### src/rtl/window_5x5_gen.sv
// Turns a raster 8-bit pixel stream into 5x5 windows using four line buffers and a 5x5 shift array.
// One-cycle latency from the accepting edge to window_valid; a single output register gives bubble-free backpressure.
module window_5x5_gen #(
  parameter int IMG_WIDTH  = 64,
  parameter int IMG_HEIGHT = 64
) (
  input  logic         clk,
  input  logic         rst,
  input  logic [7:0]   pix_in,
  input  logic         pix_valid,
  output logic         pix_ready,
  output logic [199:0] window_out,
  output logic         window_valid,
  input  logic         window_ready,
  output logic         window_last,
  output logic [11:0]  win_x,
  output logic [11:0]  win_y
);
  localparam int          AW     = (IMG_WIDTH > 1) ? $clog2(IMG_WIDTH) : 1;
  localparam logic [11:0] X_LAST = 12'(IMG_WIDTH - 1);
  localparam logic [11:0] Y_LAST = 12'(IMG_HEIGHT - 1);

  typedef enum logic {FILL, STREAM} state_t;

  state_t                 state_q, state_d;
  logic [11:0]            x_q, x_d, y_q, y_d;
  logic [4:0][4:0][7:0]   win_q, win_d;
  logic [7:0]             lb_q [4][IMG_WIDTH];
  logic [AW-1:0]          xi;
  logic [199:0]           out_q;
  logic                   vld_q, last_q;
  logic [11:0]            wx_q, wy_q;
  logic                   accept, x_last, y_last, frame_end, emit;

  assign pix_ready    = !vld_q || window_ready;
  assign accept       = pix_valid && pix_ready;
  assign xi           = x_q[AW-1:0];
  assign x_last       = (x_q == X_LAST);
  assign y_last       = (y_q == Y_LAST);
  assign frame_end    = accept && x_last && y_last;
  assign window_out   = out_q;
  assign window_valid = vld_q;
  assign window_last  = last_q;
  assign win_x        = wx_q;
  assign win_y        = wy_q;

  always_comb begin
    win_d   = win_q;
    x_d     = x_q;
    y_d     = y_q;
    state_d = state_q;
    emit    = 1'b0;
    if (accept) begin
      for (int r = 0; r < 5; r++) begin
        for (int c = 0; c < 4; c++) begin
          win_d[r][c] = win_q[r][c+1];
        end
      end
      // Right-hand column: oldest line at the top, the incoming pixel at the bottom.
      win_d[0][4] = lb_q[3][xi];
      win_d[1][4] = lb_q[2][xi];
      win_d[2][4] = lb_q[1][xi];
      win_d[3][4] = lb_q[0][xi];
      win_d[4][4] = pix_in;
      if (x_last) begin
        x_d = 12'd0;
        y_d = y_last ? 12'd0 : y_q + 12'd1;
      end else begin
        x_d = x_q + 12'd1;
      end
    end
    case (state_q)
      FILL: begin
        if (accept && x_last && (y_q == 12'd3)) state_d = STREAM;
      end
      STREAM: begin
        emit = accept && (x_q >= 12'd4);
        if (frame_end) state_d = FILL;
      end
      default: state_d = FILL;
    endcase
  end

  always_ff @(posedge clk) begin
    if (rst) begin
      state_q <= FILL;
      x_q     <= 12'd0;
      y_q     <= 12'd0;
      win_q   <= '0;
      out_q   <= '0;
      vld_q   <= 1'b0;
      last_q  <= 1'b0;
      wx_q    <= 12'd0;
      wy_q    <= 12'd0;
    end else begin
      state_q <= state_d;
      x_q     <= x_d;
      y_q     <= y_d;
      win_q   <= win_d;
      if (emit) begin
        out_q  <= win_d;
        vld_q  <= 1'b1;
        last_q <= frame_end;
        wx_q   <= x_q - 12'd2;
        wy_q   <= y_q - 12'd2;
      end else if (window_ready) begin
        vld_q  <= 1'b0;
        last_q <= 1'b0;
      end
    end
  end

  // Line-buffer contents are don't-care after reset; the y<4 gating hides them.
  always_ff @(posedge clk) begin
    if (accept) begin
      lb_q[0][xi] <= pix_in;
      lb_q[1][xi] <= lb_q[0][xi];
      lb_q[2][xi] <= lb_q[1][xi];
      lb_q[3][xi] <= lb_q[2][xi];
    end
  end

endmodule

### config.mk
export PLATFORM = sky130hd
export DESIGN_NAME = window_5x5_gen
export DESIGN_NICKNAME = d
export VERILOG_FILES = /design/src/rtl/window_5x5_gen.sv
export SDC_FILE = /design/constraint.sdc
export NUM_CORES = 2
export LEC_CHECK = 0
export BUFFER_PORTS_ARGS = -buffer_cell sky130_fd_sc_hd__buf_2
export CORE_AREA = 2 2 493 495
export CTS_BUF_LIST = sky130_fd_sc_hd__clkbuf_4 sky130_fd_sc_hd__clkbuf_8
export CTS_CLUSTER_SIZE = 10
export DETAILED_ROUTE_END_ITERATION = 16
export DIE_AREA = 0 0 495 497
export GPL_TIMING_DRIVEN = 0
export PLACE_DENSITY = 0.63
export SLEW_MARGIN = 10
export SYNTH_ARGS = -nofsm -noshare
export SYNTH_HDL_FRONTEND = slang
export SYNTH_SLANG_ARGS = --single-unit
### constraint.sdc
create_clock -name clk -period 6.34 [get_ports clk]
set_input_delay 1.268 -clock clk [delete_from_list [all_inputs] [get_ports clk]]
set_output_delay 1.268 -clock clk [all_outputs]
set_load 0.03 [all_outputs]
Word level (Yosys, flattened, before mapping)
Memories as Yosys holds them, arrays and structs flattened.
Index checks and enable logic that the tools add are counted.
{ "totals": {"register_bits": 451, "latch_bits": 0, "ram_bits": 2048, "mem_bits_ro": 0, "inputBits": 12, "out_inout_bits": 227, "word_cells": 82, "n_memories": 1} }
{ "classes": {"add_sub_neg": 4, "mul": 0, "div_mod_pow": 0, "n_lt_le_gt_ge": 3, "n_eq_ne": 3, "shift": 0, "n_mux": 26, "bitwise_logic": 2, "reduce_logical": 10} }
{ "mem_list": {"columns": ["name", "depth", "word_bits", "rd", "rd_ports_with_merged_regs", "wr", "line", "rtl"], "rows": [
  ["lb_q", 4, 512, 4, 0, 4, "28", "logic [7:0] lb_q [4][IMG_WIDTH];"]
]} }
{ "ops": {"columns": ["cell", "n"], "rows": [
  ["$mux 512", 1],
  ["$mux 200", 1],
  ["$bmux 8 s6", 4],
  ["$mux 8", 9],
  ["$demux 8 s6", 1],
  ["$add 12x1->12 const B", 2],
  ["$eq 12x6->1 const B", 2],
  ["$mux 12", 2],
  ["$sub 12x2->12 const B", 2],
  ["$eq 12x2->1 const B", 1],
  ["$ge 12x3->1 const B", 1],
  ["$ge 7x7->1 const B", 1],
  ["$lt 7x1->1 const B", 1],
  ["$mux 1", 7],
  ["$not 6->7", 1],
  ["$logic_and 1x1->1", 6],
  ["$pmux 1 s2", 1],
  ["$reduce_and 2->1", 1],
  ["$reduce_bool 2->1", 1],
  ["$logic_not 1->1", 1],
  ["$logic_or 1x1->1", 1],
  ["$not 1->1", 1]
]} }

Longest topological paths before layout
{ "logic_depth": {"ltp_word": 7, "depth_mapped": 11, "mapped_depth_nobuf": 7} }

Worst setup path before layout
OpenSTA, ideal clock, no wires.
{ "synth_path": {"path_type": "input -> register", "from": "input window_ready", "to": "memory lb_q[0][392] in the netlist's numbering, enable pin", "setup_ps": 421, "arrival_ps": 3799, "path_slack_ps": 2120, "stages": 7, "path_buffers": 2, "path_cell_list": "nand2b_1 buf_2 nand2_1 buf_2 nor2_1 nand2_1 nor2_1"} }
{ "synth_lines": {"columns": ["element", "line", "rtl"], "rows": [
  ["from (decl)", "14", "input logic window_ready,"],
  ["to (decl)", "28", null]
]} }

==> flow_metrics.tcl <==
set metrics [dict create \
    root_buffer "clkbuf_8" \
    skew_ns 0.110 \
    ys_seq_area_frac 0.737 \
    busiest_layer "met2" \
    finalSetupViolCount 0 \
    yosysWarnings 0 \
    grt_setup_unrepaired "no" \
    holdBufCountCts 0 \
    syn_inst 5696 \
    final_cell_mix "edfxtp_1, mux2i_1, nor2_1" \
    grt_pass1_vias 55100 \
    use_met3 0.0708 \
    die_x_um 495 \
    htree_num_levels 5 \
    met1_usage 0.315 \
    ir_drop_uv 236 \
    synth_fp_nets 5718 \
    start_util 0.399 \
    synth_seq_cells 2499 \
    numCtsBuffers 399 \
    layout-drive-gt1-share 0.241 \
    post_cts_resized 0 \
    grt_use_met2 0.353 \
    cp.arrival_ns 6.48 \
    hold_viol 0 \
    relSlewSlack 0.0617 \
    synth_edf_count 2048 \
    ant_nets 0 \
    cts_setup_buffers 0 \
    initialDrtViolationCount 7288 \
    power.density_nw_per_um2 301 \
    final_common_cell "edfxtp_1" \
    grt_overflow 0 \
    vias 56800 \
    placed_cell_area_um2 104000 \
    wl_um 296000 \
    cts_tree "done" \
    hold_class "flop to flop" \
    rows 180 \
    dp_hpwl_um 203000 \
    place.gp.congestion 0.929 \
    crit_path_end_kind "flop" \
    tightest_slew_ns 1.40 \
    detail_route.first_pass.iterations 8 \
    io_buffers 238 \
    syn_area_per_cell_um2 16.8 \
    drc 0 \
    clock_insertion_delay_worst_skew_ns 1.10 \
    via_per_inst 5.72 \
    crit_path_max_fanout 33 \
    antenna_found_initial 11 \
    grt_use_total 0.235 \
    syn-cell-area_um2 95700 \
    dieArea_um2 246000 \
    critPathKind "flop to flop" \
    final_area_um2 111000 \
    clkTransAtPathRegs_ns 0.06 \
    critPathRequiredTime_ns 7.12 \
    cts_buffer_depth 4 \
    status "completed" \
    stdcell_count 9913 \
    period_minus_slack_ns 5.70 \
    post-route-util 0.462 \
    dieHeight_um 497 \
    syn_to_final_growth_pct 15.9 \
    maxCapViolCount 0 \
    crit_path_start_kind "flop" \
    nNetsFinal 6460 \
    pin_count 239 \
    dp_cells 9218 \
    ys_async_sr_fraction 0 \
    grt_max_degree 66 \
    setup_tns_ns 0 \
    core_area_um2 240000 \
    period_share 0.900 \
    cts_num_sinks 2499 \
    fmaxAchievable_ghz 0.175 \
    p_leak_nw 36.2 \
    synthDistinctLibCells 81 \
    wl_per_cell_um 29.9 \
    grt_pass1_wl_um 412000 \
    drv_slew 0 \
    synthFlopType "edfxtp_1" \
]
-- through the flow --
stage          worst slack, ns  power [mW]  hold WS (ns)
2_1_floorplan             2.12        19.7         0.456
3_3_place_gp            -0.779        20.6         0.453
3_5_place_dp             0.903        20.7         0.460
4_1_cts                  0.860        33.5         0.468
5_1_grt                  0.676        34.4         0.487
6_report                 0.637        33.4         0.473
-- logic make-up after synthesis --
| family | Yosys count | share of synthesized area |
|---|---|---|
| AO/OA/AOI/OAI | 740 | 0.0587 |
| XOR/XNOR | 34 | 0.00311 |
| adder cells (fa/ha/maj) | 10 | 0.00131 |
| buffers and inverters | 398 | 0.0234 |
| flip-flops | 2499 | 0.737 |
| multiplexers | 1034 | 0.131 |
| AND/OR/NAND/NOR | 981 | 0.0457 |
-- registers in the layout, indices dropped and copies added, names as in the netlist --
| signal | flops |
|---|---|
| lb_q | 2048 |
| win_q | 200 |
| window_out | 200 |
| win_x | 12 |
| win_y | 12 |
| x_q | 12 |
| y_q | 12 |
| state_q | 1 |
| window_last | 1 |
| window_valid | 1 |
-- cell usage after synthesis (18+ instances only) --
| cell type | number | area [um^2] |
|---|---|---|
| xnor2_1 | 20 | 175 |
| a211oi_2 | 76 | 951 |
| nand4_1 | 18 | 113 |
| mux2i_1 | 796 | 7970 |
| nand3_1 | 103 | 515 |
| inv_1 | 30 | 113 |
| buf_6 | 33 | 372 |
| o22ai_1 | 104 | 651 |
| a21oi_1 | 53 | 265 |
| o221ai_1 | 28 | 245 |
| o21ai_0 | 55 | 275 |
| dfxtp_1 | 451 | 9030 |
| nand2_1 | 110 | 413 |
| mux4_2 | 170 | 3830 |
| edfxtp_1 | 2048 | 61500 |
| a211oi_1 | 174 | 1310 |
| buf_4 | 67 | 503 |
| nor2_1 | 603 | 2260 |
| buf_2 | 131 | 656 |
| clkbuf_1 | 118 | 443 |
| nand2b_1 | 23 | 144 |
| nor3_1 | 31 | 155 |
| a22oi_1 | 196 | 1470 |
| nand3b_1 | 18 | 135 |
| mux2_2 | 68 | 766 |
-- layer usage --
metal	routed length (um)	part of all wire
met3	35700	0.12
met1	116000	0.39
met4	14600	0.049
met2	130000	0.44
met5	26	0.000088
-- cell type report --
type                    instances  area [um^2]
clock inverters               143          651
clock buffers                 547         6700
repair buffers                341         3340
well taps                    3185         3990
flip-flops and latches       2499        70500
inverters                      33          126
plain buffers                 365         2120
multi-input cells            2799        23500
diodes                          1         2.50
fillers                     20600       129000
-- critical path: stages, from the launching register on --
cell and delay [ns]:
dfxtp_1 0.52, buf_6 0.28, buf_6 0.22, buf_4 0.37, buf_2 0.56, mux2i_1 0.25
o22ai_1 0.12, nor3_1 0.61, nand3_1 0.33, o22ai_1 1.06, inv_2 0.63, buf_12 0.36
-- worst paths after layout --
path,start,to,slack (ns),cells past startpoint
worst max-delay path,x_q[1],lb_q[1][144],0.64,11
worst min-delay path,win_x[0],win_x[0],0.47,2
worst max register to register,x_q[1],lb_q[1][144],0.64,11
worst min register to register,win_x[0],win_x[0],0.47,2
-- power by group --
| group | switching [mW] | leakage, nW | internal, mW | total [mW] |
|---|---|---|---|---|
| Combinational | 1.58 | 10.2 | 0.610 | 2.19 |
| Sequential | 0.0426 | 22.1 | 18.2 | 18.2 |
| Clock | 6.22 | 3.91 | 6.83 | 13.1 |
| Total | 7.84 | 36.2 | 25.6 | 33.4 |
(Power assumes the default switching activity.)
